**src/rtl/layer_train_sequencer_pkg.sv**
```systemverilog
// layer_train_sequencer_pkg: shared types for the layer training sequencer
package layer_train_sequencer_pkg;
    typedef logic [7:0] zero2one_t;
    typedef enum logic [2:0] {
        ST_IDLE,
        ST_FETCH,
        ST_SETTLE,
        ST_LEARN,
        ST_DONE
    } train_state_t;
endpackage

```
**src/rtl/layer_train_sequencer_counter.sv**
```systemverilog
// train_counter: nested sample/epoch counter with last-sample/last-epoch flags
module train_counter #(
    parameter int SW = 16,
    parameter int EW = 8
) (
    input  logic          clock,
    input  logic          reset,
    input  logic          load,
    input  logic          advance,
    input  logic [SW-1:0] num_samples,
    input  logic [EW-1:0] num_epochs,
    output logic [SW-1:0] sample_idx,
    output logic [EW-1:0] epoch_idx,
    output logic          last_sample,
    output logic          last_epoch
);
    logic [SW-1:0] ns_q;
    logic [EW-1:0] ne_q;

    assign last_sample = sample_idx == ns_q - SW'(1);
    assign last_epoch  = epoch_idx == ne_q - EW'(1);

    // latch the run size at start, then step the nested indices once per learn;
    // the final sample of the final epoch leaves the indices parked on their last values
    always_ff @(posedge clock) begin
        if (reset) begin
            ns_q       <= '0;
            ne_q       <= '0;
            sample_idx <= '0;
            epoch_idx  <= '0;
        end else if (load) begin
            ns_q       <= num_samples;
            ne_q       <= num_epochs;
            sample_idx <= '0;
            epoch_idx  <= '0;
        end else if (advance && !(last_sample && last_epoch)) begin
            sample_idx <= last_sample ? '0 : sample_idx + SW'(1);
            epoch_idx  <= last_sample ? epoch_idx + EW'(1) : epoch_idx;
        end
    end
endmodule

```
**src/rtl/layer_train_sequencer.sv**
```systemverilog
// layer_train_sequencer: streams samples into a neuron_learn layer with settle/learn timing
module layer_train_sequencer
    import layer_train_sequencer_pkg::*;
#(
    parameter int N             = 16,
    parameter int M             = 43,
    parameter int SETTLE_CYCLES = 2,
    parameter int SW            = 16,
    parameter int EW            = 8
) (
    input  logic                clock,
    input  logic                reset,
    input  logic                start,
    input  logic                abort,
    input  logic                learn_en,
    input  logic [SW-1:0]       num_samples,
    input  logic [EW-1:0]       num_epochs,
    input  logic                s_valid,
    output logic                s_ready,
    input  zero2one_t [N-1:0]   s_in,
    input  zero2one_t [M-1:0]   s_expected,
    output logic                valid,
    output logic                learn,
    output zero2one_t [N-1:0]   in,
    output zero2one_t [M-1:0]   expected_out,
    output logic                busy,
    output logic                done,
    output logic [SW-1:0]       sample_idx,
    output logic [EW-1:0]       epoch_idx
);
    localparam int CW = $clog2(SETTLE_CYCLES + 1);

    train_state_t  state;
    logic [CW-1:0] settle_cnt;
    logic          learn_en_q;
    logic          last_sample;
    logic          last_epoch;
    logic          load;
    logic          advance;
    logic          zero_run;

    assign load     = state == ST_IDLE && start && !abort;
    assign advance  = state == ST_LEARN && !abort;
    assign zero_run = num_samples == '0 || num_epochs == '0;

    train_counter #(.SW(SW), .EW(EW)) u_counter (
        .clock       (clock),
        .reset       (reset),
        .load        (load),
        .advance     (advance),
        .num_samples (num_samples),
        .num_epochs  (num_epochs),
        .sample_idx  (sample_idx),
        .epoch_idx   (epoch_idx),
        .last_sample (last_sample),
        .last_epoch  (last_epoch)
    );

    // run-control FSM; every layer-facing and status output is registered here
    always_ff @(posedge clock) begin
        if (reset || abort) begin
            state        <= ST_IDLE;
            valid        <= 1'b0;
            learn        <= 1'b0;
            s_ready      <= 1'b0;
            busy         <= 1'b0;
            done         <= 1'b0;
            in           <= '0;
            expected_out <= '0;
            settle_cnt   <= '0;
            learn_en_q   <= 1'b0;
        end else begin
            case (state)
                ST_IDLE: begin
                    done <= 1'b0;
                    if (start) begin
                        learn_en_q <= learn_en;
                        busy       <= 1'b1;
                        state      <= zero_run ? ST_DONE : ST_FETCH;
                        done       <= zero_run;
                        s_ready    <= !zero_run;
                    end
                end
                ST_FETCH: begin
                    if (s_valid) begin
                        in           <= s_in;
                        expected_out <= s_expected;
                        s_ready      <= 1'b0;
                        valid        <= 1'b1;
                        settle_cnt   <= CW'(SETTLE_CYCLES - 1);
                        state        <= ST_SETTLE;
                    end
                end
                ST_SETTLE: begin
                    if (settle_cnt == '0) begin
                        learn <= learn_en_q;
                        state <= ST_LEARN;
                    end else begin
                        settle_cnt <= settle_cnt - CW'(1);
                    end
                end
                ST_LEARN: begin
                    learn   <= 1'b0;
                    valid   <= 1'b0;
                    done    <= last_sample && last_epoch;
                    s_ready <= !(last_sample && last_epoch);
                    state   <= (last_sample && last_epoch) ? ST_DONE : ST_FETCH;
                end
                ST_DONE: begin
                    done  <= 1'b0;
                    busy  <= 1'b0;
                    state <= ST_IDLE;
                end
                default: state <= ST_IDLE;
            endcase
        end
    end
endmodule

```
**config.mk**
```make
export PLATFORM = sky130hd
export DESIGN_NAME = layer_train_sequencer
export DESIGN_NICKNAME = d
export VERILOG_FILES = /design/src/rtl/layer_train_sequencer_pkg.sv /design/src/rtl/layer_train_sequencer_counter.sv /design/src/rtl/layer_train_sequencer.sv
export SDC_FILE = /design/constraint.sdc
export NUM_CORES = 1
export LEC_CHECK = 0
export BUFFER_PORTS_ARGS = -buffer_cell sky130_fd_sc_hd__buf_2
export CAP_MARGIN = 25
export CORE_AREA = 2 2 395 397
export CTS_CLUSTER_SIZE = 16
export DETAILED_ROUTE_END_ITERATION = 7
export DIE_AREA = 0 0 397 399
export HOLD_SLACK_MARGIN = 0.12
export PLACE_DENSITY = 0.33
export SLEW_MARGIN = 20
export SYNTH_ARGS = -nofsm -noshare
export SYNTH_HDL_FRONTEND = slang
export SYNTH_HIERARCHICAL = 1
export SYNTH_SLANG_ARGS = --single-unit
```
**constraint.sdc**
```tcl
create_clock -name clock -period 6.48 [get_ports clock]
set_clock_uncertainty 0.1 [all_clocks]
set_input_delay 1.296 -clock clock [delete_from_list [all_inputs] [get_ports clock]]
set_output_delay 1.296 -clock clock [all_outputs]
set_load 0.05 [all_outputs]
```
* Word-level counts from Yosys, hierarchy flattened *
Cells that the tools add are included.

word-level totals
  input bits = 502
  bits in registers = 531
  RAM bits = 0
  memory bits (read-only) = 0
  memories = 0
  output and inout port bits = 501
  latch bits = 0
  logic and storage cells = 137

operators by class
  eq/ne operators = 10
  multipliers = 0
  magnitude comparators = 0
  reductions and logical operators = 30
  shift operators = 0
  muxes and demuxes = 21
  divide/modulo/power cells = 0
  bitwise operators = 0
  add/subtract/negate cells = 5

operator list
  kind                     number
  $add A16 B1 Y16 const B  1
  $eq A16 B16 Y1           1
  $logic_not A16 Y1        1
  $mux W16                 1
  $sub A16 B1 Y16 const B  1
  $mux W3                  5
  $pmux W3 S4              1
  $reduce_and A2 Y1        6
  $reduce_and A3 Y1        3
  $add A8 B1 Y8 const B    1
  $eq A8 B8 Y1             1
  $logic_not A8 Y1         1
  $ne A2 B2 Y1 const B     4
  $reduce_bool A2 Y1       4
  $sub A8 B1 Y8 const B    1
  $eq A3 B2 Y1 const B     2
  $mux W1                  6
  $pmux W1 S2              3
  $pmux W1 S3              2
  $reduce_bool A3 Y1       2
  $logic_and A1 B1 Y1      5
  $mux W2                  2
  $pmux W2 S2              1
  $eq A3 B1 Y1 const B     1
  7 further kinds          10

* Longest topological paths before layout *
Gate-level depths: netlist (run 1).

  depth in word-level cells = 6
  gate-level depth with buffers = 13
  depth with buffers taken out = 13

* By module *
The synthesis (run 1) kept the hierarchy.

by module, submodules not included
  module                 instances  seq. area each (sq um)  cells an instance  area an instance (sq um)
  layer_train_sequencer  1          9669.3                  2126               17126.4
  train_counter          1          960.9                   344                2906.5

* Worst setup path after synthesis (run 1) *
No wires, ideal clock.

  path type = register to register
  from = register u_counter.ns_q[3]
  to = register u_counter.sample_idx[5]
  buffers on the path = 3
  setup slack = 3310 ps
  stages on the path, launching flop included = 12
  arrival = 3000 ps
  clock period less this slack = 3170 ps
  cells stage by stage = dfxtp_1 buf_2 or3_1 buf_2 or4_1 mux2i_1 a311o_2 nand3_1 nor2_1 buf_4 or4_1 a21oi_1

on the way
  longest elaborated chain between the ends = 5
  elaborated cells between the ends (all ways) = 6
  classes of those cells = add/sub (1); eq/ne (1); mux (1); reduce/logical (3)

ends and longest elaborated chain
  element                 line                                 RTL
  start, declared         layer_train_sequencer_counter.sv:17  logic [SW-1:0] ns_q;
  start signal, assigned  layer_train_sequencer_counter.sv:32  ns_q <= num_samples;
  $sub A16 B1 Y16 *       layer_train_sequencer_counter.sv:20  assign last_sample = sample_idx == ns_q - SW'(1);
  $eq A16 B16 Y1 *        layer_train_sequencer_counter.sv:20
  $logic_and A1 B1 Y1     layer_train_sequencer_counter.sv:36  end else if (advance && !(last_sample && last_epoch)) begin
  $logic_not A1 Y1        layer_train_sequencer_counter.sv:36
  $logic_and A1 B1 Y1     layer_train_sequencer_counter.sv:36
  end signal, assigned    layer_train_sequencer_counter.sv:37  sample_idx <= last_sample ? '0 : sample_idx + SW'(1);
  end, declared           layer_train_sequencer_counter.sv:12  output logic [SW-1:0] sample_idx,

Mark *: on every way between the ends. The rest lies on a longest branch, timed or not.
A chain may end at the register's enable or synchronous reset.

* Final worst setup path (run 1) *
  from = register u_counter.ns_q[7]
  to = register u_counter.sample_idx[6]

The elaborated chain is that of the path after synthesis.

==> results of run 1 <==
## registers in the layout, summed over array words and instances, names as in the netlist, 2 cells and up
signal                flops
settle_cnt                2
u_counter/epoch_idx       8
in                      128
u_counter/ne_q            8
state                     3
u_counter/sample_idx     16
expected_out            344
u_counter/ns_q           16
## area by class of cell
cell class / instances / share of cell area
sequential: 531 / 0.363
timing repair buffer: 1032 / 0.183
clock inverter: 24 / 0.0120
inverter: 15 / 0.00192
antenna: 13 / 0.00111
clock buffer: 108 / 0.0737
tap: 2044 / 0.0873
multi-input combinational: 1742 / 0.278
## kinds of logic after synthesis
family,after synthesis
multiplexers,30
buffers and inverters,197
AND/OR/NAND/NOR,1117
XOR/XNOR,31
adder cells (fa/ha/maj),5
flip-flops,531
AO/OA/AOI/OAI,559
## cells in the final DEF, fill, tap and decap left out, types with 4 or more instances in the layout
| master | count |
|---|---|
| o21ai_1 | 4 |
| a21oi_1 | 499 |
| mux2i_1 | 29 |
| or3_1 | 11 |
| nor3_1 | 11 |
| clkbuf_8 | 18 |
| clkbuf_1 | 16 |
| or4_1 | 15 |
| buf_2 | 1002 |
| clkbuf_16 | 74 |
| nor2_1 | 46 |
| a31oi_1 | 4 |
| diode_2 | 13 |
| and3_1 | 5 |
| nand2_1 | 964 |
| buf_4 | 20 |
| xor2_1 | 15 |
| o31ai_1 | 10 |
| bufinv_16 | 5 |
| clkinv_2 | 10 |
| nand2b_1 | 7 |
| nor4_1 | 11 |
| buf_12 | 10 |
| a211oi_1 | 5 |
| nand4_1 | 6 |
| dfxtp_1 | 531 |
| o21ai_0 | 8 |
| nand3_1 | 14 |
| nand3b_1 | 6 |
| xnor2_1 | 16 |
| inv_1 | 15 |
| ha_1 | 5 |
## routing by layer
layer,GRT usage,share of wire,vias to the layer above
met2,0.211,0.49,735
met5,0,0.00095,-
li1,-,-,9967
met3,0.0523,0.097,182
met1,0.138,0.38,9471
met4,0.0495,0.028,18
## power by group through the flow
stage	logic, mW	clock network [mW]	registers (mW)
floorplan	0.250	0	3.49
global placement	0.624	0	3.40
detailed placement	0.622	0	3.40
CTS	0.624	4.41	3.33
global route	0.666	4.53	3.34
finish	0.612	4.21	3.33
## critical path, cell delays in order (launching register included)
cell       delay (ns)
dfxtp_1          0.38
or4_4            0.58
a2111oi_2        0.32
o2111ai_1        0.20
or3_1            0.40
nor4_1           0.56
nand2_1          0.27
o31ai_4          0.69
nor2_1           0.10
## path summary, 6_finish.rpt
check / end / slack (ns) / cells past startpoint
setup / recovery: u_counter/sample_idx[6] / 2.74 / 8
hold / removal: expected_out[209] / 0.35 / 2
setup reg to reg: u_counter/sample_idx[6] / 2.74 / 8
hold reg to reg: expected_out[209] / 0.35 / 2
## through the flow
step / area, µm² / util / hold slack [ns] / worst slack, ns
6_report: 29300 / 0.191 / 0.348 / 2.74
4_1_cts: 29300 / 0.190 / 0.351 / 2.73
3_5_place_dp: 26700 / 0.174 / 0.343 / 2.68
2_1_floorplan: 20000 / - / 0.343 / 3.31
3_3_place_gp: 26700 / 0.174 / 0.339 / 2.69
5_1_grt: 29300 / 0.191 / 0.363 / 2.52
==> flow_summary.yaml, run 1 <==
yosys:
  syn-num-nets: 2977
  synthAdderAreaFrac: 0.00312
  avgSynthCellArea_um2: 8.11
  synth_top_area_share: 0.531
  netlist_instances: 2470
  synthTopCellsByCount: "nand2_1 (964), dfxtp_1 (531), a21oi_1 (499), clkbuf_1 (63), buf_6 (57)"
  netlist_area_um2: 20000
  synth.area.top_cells: "dfxtp_1 (53%), nand2_1 (18%), a21oi_1 (12%), buf_6 (3.2%), mux2i_1 (1.4%)"
  synth_top_family_by_area: "simple AND/OR/NAND/NOR gates"
  synth_edf_count: 0
  yosysTopAreaCell: "dfxtp_1"
  ys_types: 66
  yosys.area_share.simple: 0.226
  yosysMostFrequentCell: "nand2_1"
  synth_xor_area_frac: 0.0136
  ys_seq_area_frac: 0.531
  synthMuxAreaShare: 0.0151
  yosys_register_bits: 531
  async_flop_share: 0
  synth_compound_area_frac: 0.148
  ys_warn_count: 6
  synth-main-ff-cell: "dfxtp_1"
clock_network:
  clk_latency_ns: 0.67
  cts_root_buf: "clkbuf_16"
  postCtsSetupRepairBufs: 0
  cts_tree: "yes"
  cts-buffers-inserted: 73
  htree_levels: 3
  cts-resized-gates: 0
  hold_buffers: 0
  cts.path.max_buffers: 3
  clkSlewWorstSetupHoldPaths_ns: 0.06
  clkSinkCount: 531
drt:
  final_antenna_net_count: 0
  vias_per_cell: 3.70
  vias: 20400
  drt-wirelength-per-cell_um: 19.1
  drc: 0
  drtPass1Iterations: 5
  drtIter0Drc: 952
  routed_wl_mm: 105
placed_design:
  port_buffers: 1002
  place_congestion: 0.778
  placed_cells_incl_taps: 5363
  hpwlAfterDp_mm: 80.2
critical_path:
  required_ns: 6.92
  start_kind: "flip-flop"
  crit_fanout: 14
  startpoint: "u_counter/ns_q[7]"
  path_class: "flip-flop to flip-flop"
  reg2reg_from: "u_counter/ns_q[7]"
  critPathCaptureType: "flip-flop"
  arrival_ns: 4.17
power_and_ir_drop:
  worst_ir_drop_vdd_mv: 0.163
  p_switching_mw: 2.11
  p_int_mw: 6.05
  p_per_area_nw_per_um2: 278
  pwr-share-comb: 0.075
  finalPower_mw: 8.15
  swShare: 0.258
  power.leakage_nw: 12.0
  seqPwrFrac: 0.409
  clockPowerShare: 0.516
global_route:
  grt_pass1_vias: 19700
  grt_overflow: 0
  gr-usage-all-layers: 0.125
  grt_max_degree: 134
  grt_pass1_wl_mm: 144
  antenna_found_initial: 52
die:
  ios: 1003
  fp-row-count: 144
  dieArea_um2: 158000
  fp.dieW_um: 397
  start_util: 0.130
  chipHeight_um: 399
  core-area_um2: 154000
cells_and_area:
  filler_cell_count: 17500
  instances_no_fill: 5509
  nets: 3902
  drive_gt1_frac: 0.338
  multiInputGateArea_um2: 8150
  area_growth_pct: 46.3
  register_area_um2: 10600
status:
  outcome: "finished, final reports clean"
sta:
  drv_slew: 0
  fin_crit_sh: 0.576
  worstMarginPinSlew_ns: 0.968
  period_minus_slack_ns: 3.74
  slew_headroom: 0.355
  tns_ns: 0
  rsz0062_at_grt: "no"
  max_freq_mhz: 268
  hold_viol: 0
  setup-violations-final: 0
min_path:
  hp-class: "flip-flop to flip-flop"
  hp-start: "expected_out[209]"
job:
  maxCapViolCount: 0
(Power assumes the default switching activity.)
==> run 2, diff against run 1 <==
- CORE_AREA: 2 2 395 397 -> 2 2 392 394
- DIE_AREA: 0 0 397 399 -> 0 0 394 396
- clock period: 6.48 -> 3.6 ns (I/O delays scaled with it)
==> run 2 against run 1 <==
Net effect:
- clock power rose by 78%
- largest cell class unchanged
- global-route usage rose by 0.33 points
- total power rose by 80%
==> flow_summary.yaml, run 2 (synthesized netlist as in run 1, its figures left out) <==
power_and_ir_drop:
  p_per_area_nw_per_um2: 485
  worst_ir_drop_vdd_mv: 0.264
  power.leakage_nw: 12.5
cells_and_area:
  instances_no_fill: 5598
  multiInputGateArea_um2: 8150
  top_regs: "expected_out (344), in (128)"
  regMostFlops: "expected_out"
  largest_reg_flops: 344
  drive_gt1_frac: 0.335
  layout_common_cells: "buf_2 (1002), nand2_1 (964), dfxtp_1 (531), a21oi_1 (499), dlygate4sd3_1 (77)"
  filler_cell_count: 17400
  nets: 4005
  final_common_cell: "buf_2"
  register_area_um2: 10600
  area_growth_pct: 51.4
die:
  fp.dieW_um: 394
  core-area_um2: 152000
  start_util: 0.132
  chipHeight_um: 396
  ios: 1003
  fp-row-count: 143
  dieArea_um2: 156000
clock_network:
  cts-buffers-inserted: 73
  cts_tree: "yes"
  cts-resized-gates: 0
  cts_root_buf: "clkbuf_16"
  clkSlewWorstSetupHoldPaths_ns: 0.06
  cts.path.max_buffers: 3
  htree_levels: 3
  clkSinkCount: 531
  postCtsSetupRepairBufs: 0
  clk_latency_ns: 0.66
sta:
  drv_slew: 0
  worstMarginPinSlew_ns: 0.818
  max_freq_mhz: 292
  hold_slack_ns: 0.201
  slew_headroom: 0.455
  tns_ns: 0
  rsz0062_at_grt: "no"
  hold_viol: 0
  setup-violations-final: 0
  period_minus_slack_ns: 3.42
  fin_crit_sh: 0.950
global_route:
  grt_max_degree: 127
  grt_pass1_vias: 20400
  gr-usage-all-layers: 0.128
  antenna_found_initial: 71
  grt_pass1_wl_mm: 147
  grt_overflow: 0
critical_path:
  path_cells: "or4_4 -> or4_1 -> mux2i_1 -> a311o_2 -> nand3_1 -> nor2_1 -> buf_4 -> or4_1 -> a21oi_1"
  slowest_stage: "or4_1"
  critPathCaptureType: "flip-flop"
  required_ns: 4.09
  rr_worst_depth: 9
  path_class: "flip-flop to flip-flop"
  cp_num_cells: 9
  start_kind: "flip-flop"
  cpLargestDelayFamily: "simple AND/OR/NAND/NOR gates"
  crit_top_cell: "or4_1"
  startpoint: "u_counter/ns_q[6]"
  crit_buf_inv: 1
  reg2reg_slack_ns: 0.18
  crit_fanout: 11
  reg2reg_from: "u_counter/ns_q[6]"
  arrival_ns: 3.91
  critPathMaxStageDelay_ns: 0.59
  critical_path.reg2reg.endpoint: "u_counter/sample_idx[11]"
job:
  maxCapViolCount: 0
min_path:
  hp-start: "s_expected[117]"
  min_path_cells: 3
  holdPathEnd: "expected_out[117]"
  hp-class: "primary input to flip-flop"
drt:
  drtPass1Iterations: 6
  drc: 0
  final_antenna_net_count: 0
  vias: 20700
  vias_per_cell: 3.70
  drt-wirelength-per-cell_um: 18.7
  drtIter0Drc: 907
  routed_wl_mm: 104
status:
  outcome: "finished, final reports clean"
placed_design:
  placed_cells_incl_taps: 5375
  place_congestion: 0.818
  hpwlAfterDp_mm: 79.9
  port_buffers: 1002
[run 2: power breakdown]
group | switching (mW) | leakage (nW) | internal [mW] | total [mW]
Combinational | 0.746 | 6.97 | 0.468 | 1.21
Clock | 3.01 | 1.19 | 4.48 | 7.49
Sequential | 0.0433 | 4.29 | 5.95 | 5.99
[run 2: tightest hold or removal path: stages]
cell	delay, ns
buf_2	0.10
nand2_1	0.05
a21oi_1	0.05
[run 2: timing repair]
action / in CTS / in global routing
setup endpoints to repair: 0 / 0
hold buffers: 77 / 0
hold endpoints to repair: 77 / 0
[run 2: final cells by class]
| class | instances | share of cell area |
|---|---|---|
| diodes | 15 | 0.00124 |
| clock buffers | 105 | 0.0702 |
| clock inverters | 25 | 0.0102 |
| inverters | 15 | 0.00186 |
| multi-input cells | 1742 | 0.269 |
| flip-flops and latches | 531 | 0.351 |
| well taps | 2030 | 0.0838 |
| repair buffers | 1135 | 0.213 |
[run 2: metrics by stage]
step | total power, mW | cell area [µm²] | util | worst slack (ns)
after CTS | 15.1 | 30300 | 0.200 | 0.0513
final | 14.7 | 30300 | 0.200 | 0.180
after detailed placement | 7.28 | 27100 | 0.179 | 0.0886
after floorplan | 6.74 | 20000 | - | 0.430
after global routing | 15.4 | 30300 | 0.200 | 0.00786
after global placement | 7.29 | 27100 | 0.179 | 0.0628
[run 2: routing by layer]
layer  up-vias  global-route usage  wire (µm)  part of all wire
li1      10200                   -          -                 -
met1      9572               0.141      40600              0.39
met2       712               0.220      51300              0.49
met3       212              0.0513       9160             0.088
met4        22              0.0525       3320             0.032
met5         -                   0        128            0.0012
[run 2: worst max path at each step]
| stage | to | slack (ns) |
|---|---|---|
| floorplan | u_counter/sample_idx[5] | 0.43 |
| global placement | u_counter/sample_idx[14] | 0.06 |
| detailed placement | u_counter/sample_idx[14] | 0.09 |
| CTS | u_counter/sample_idx[14] | 0.05 |
| global route | u_counter/sample_idx[14] | 0.008 |
| finish | u_counter/sample_idx[11] | 0.18 |
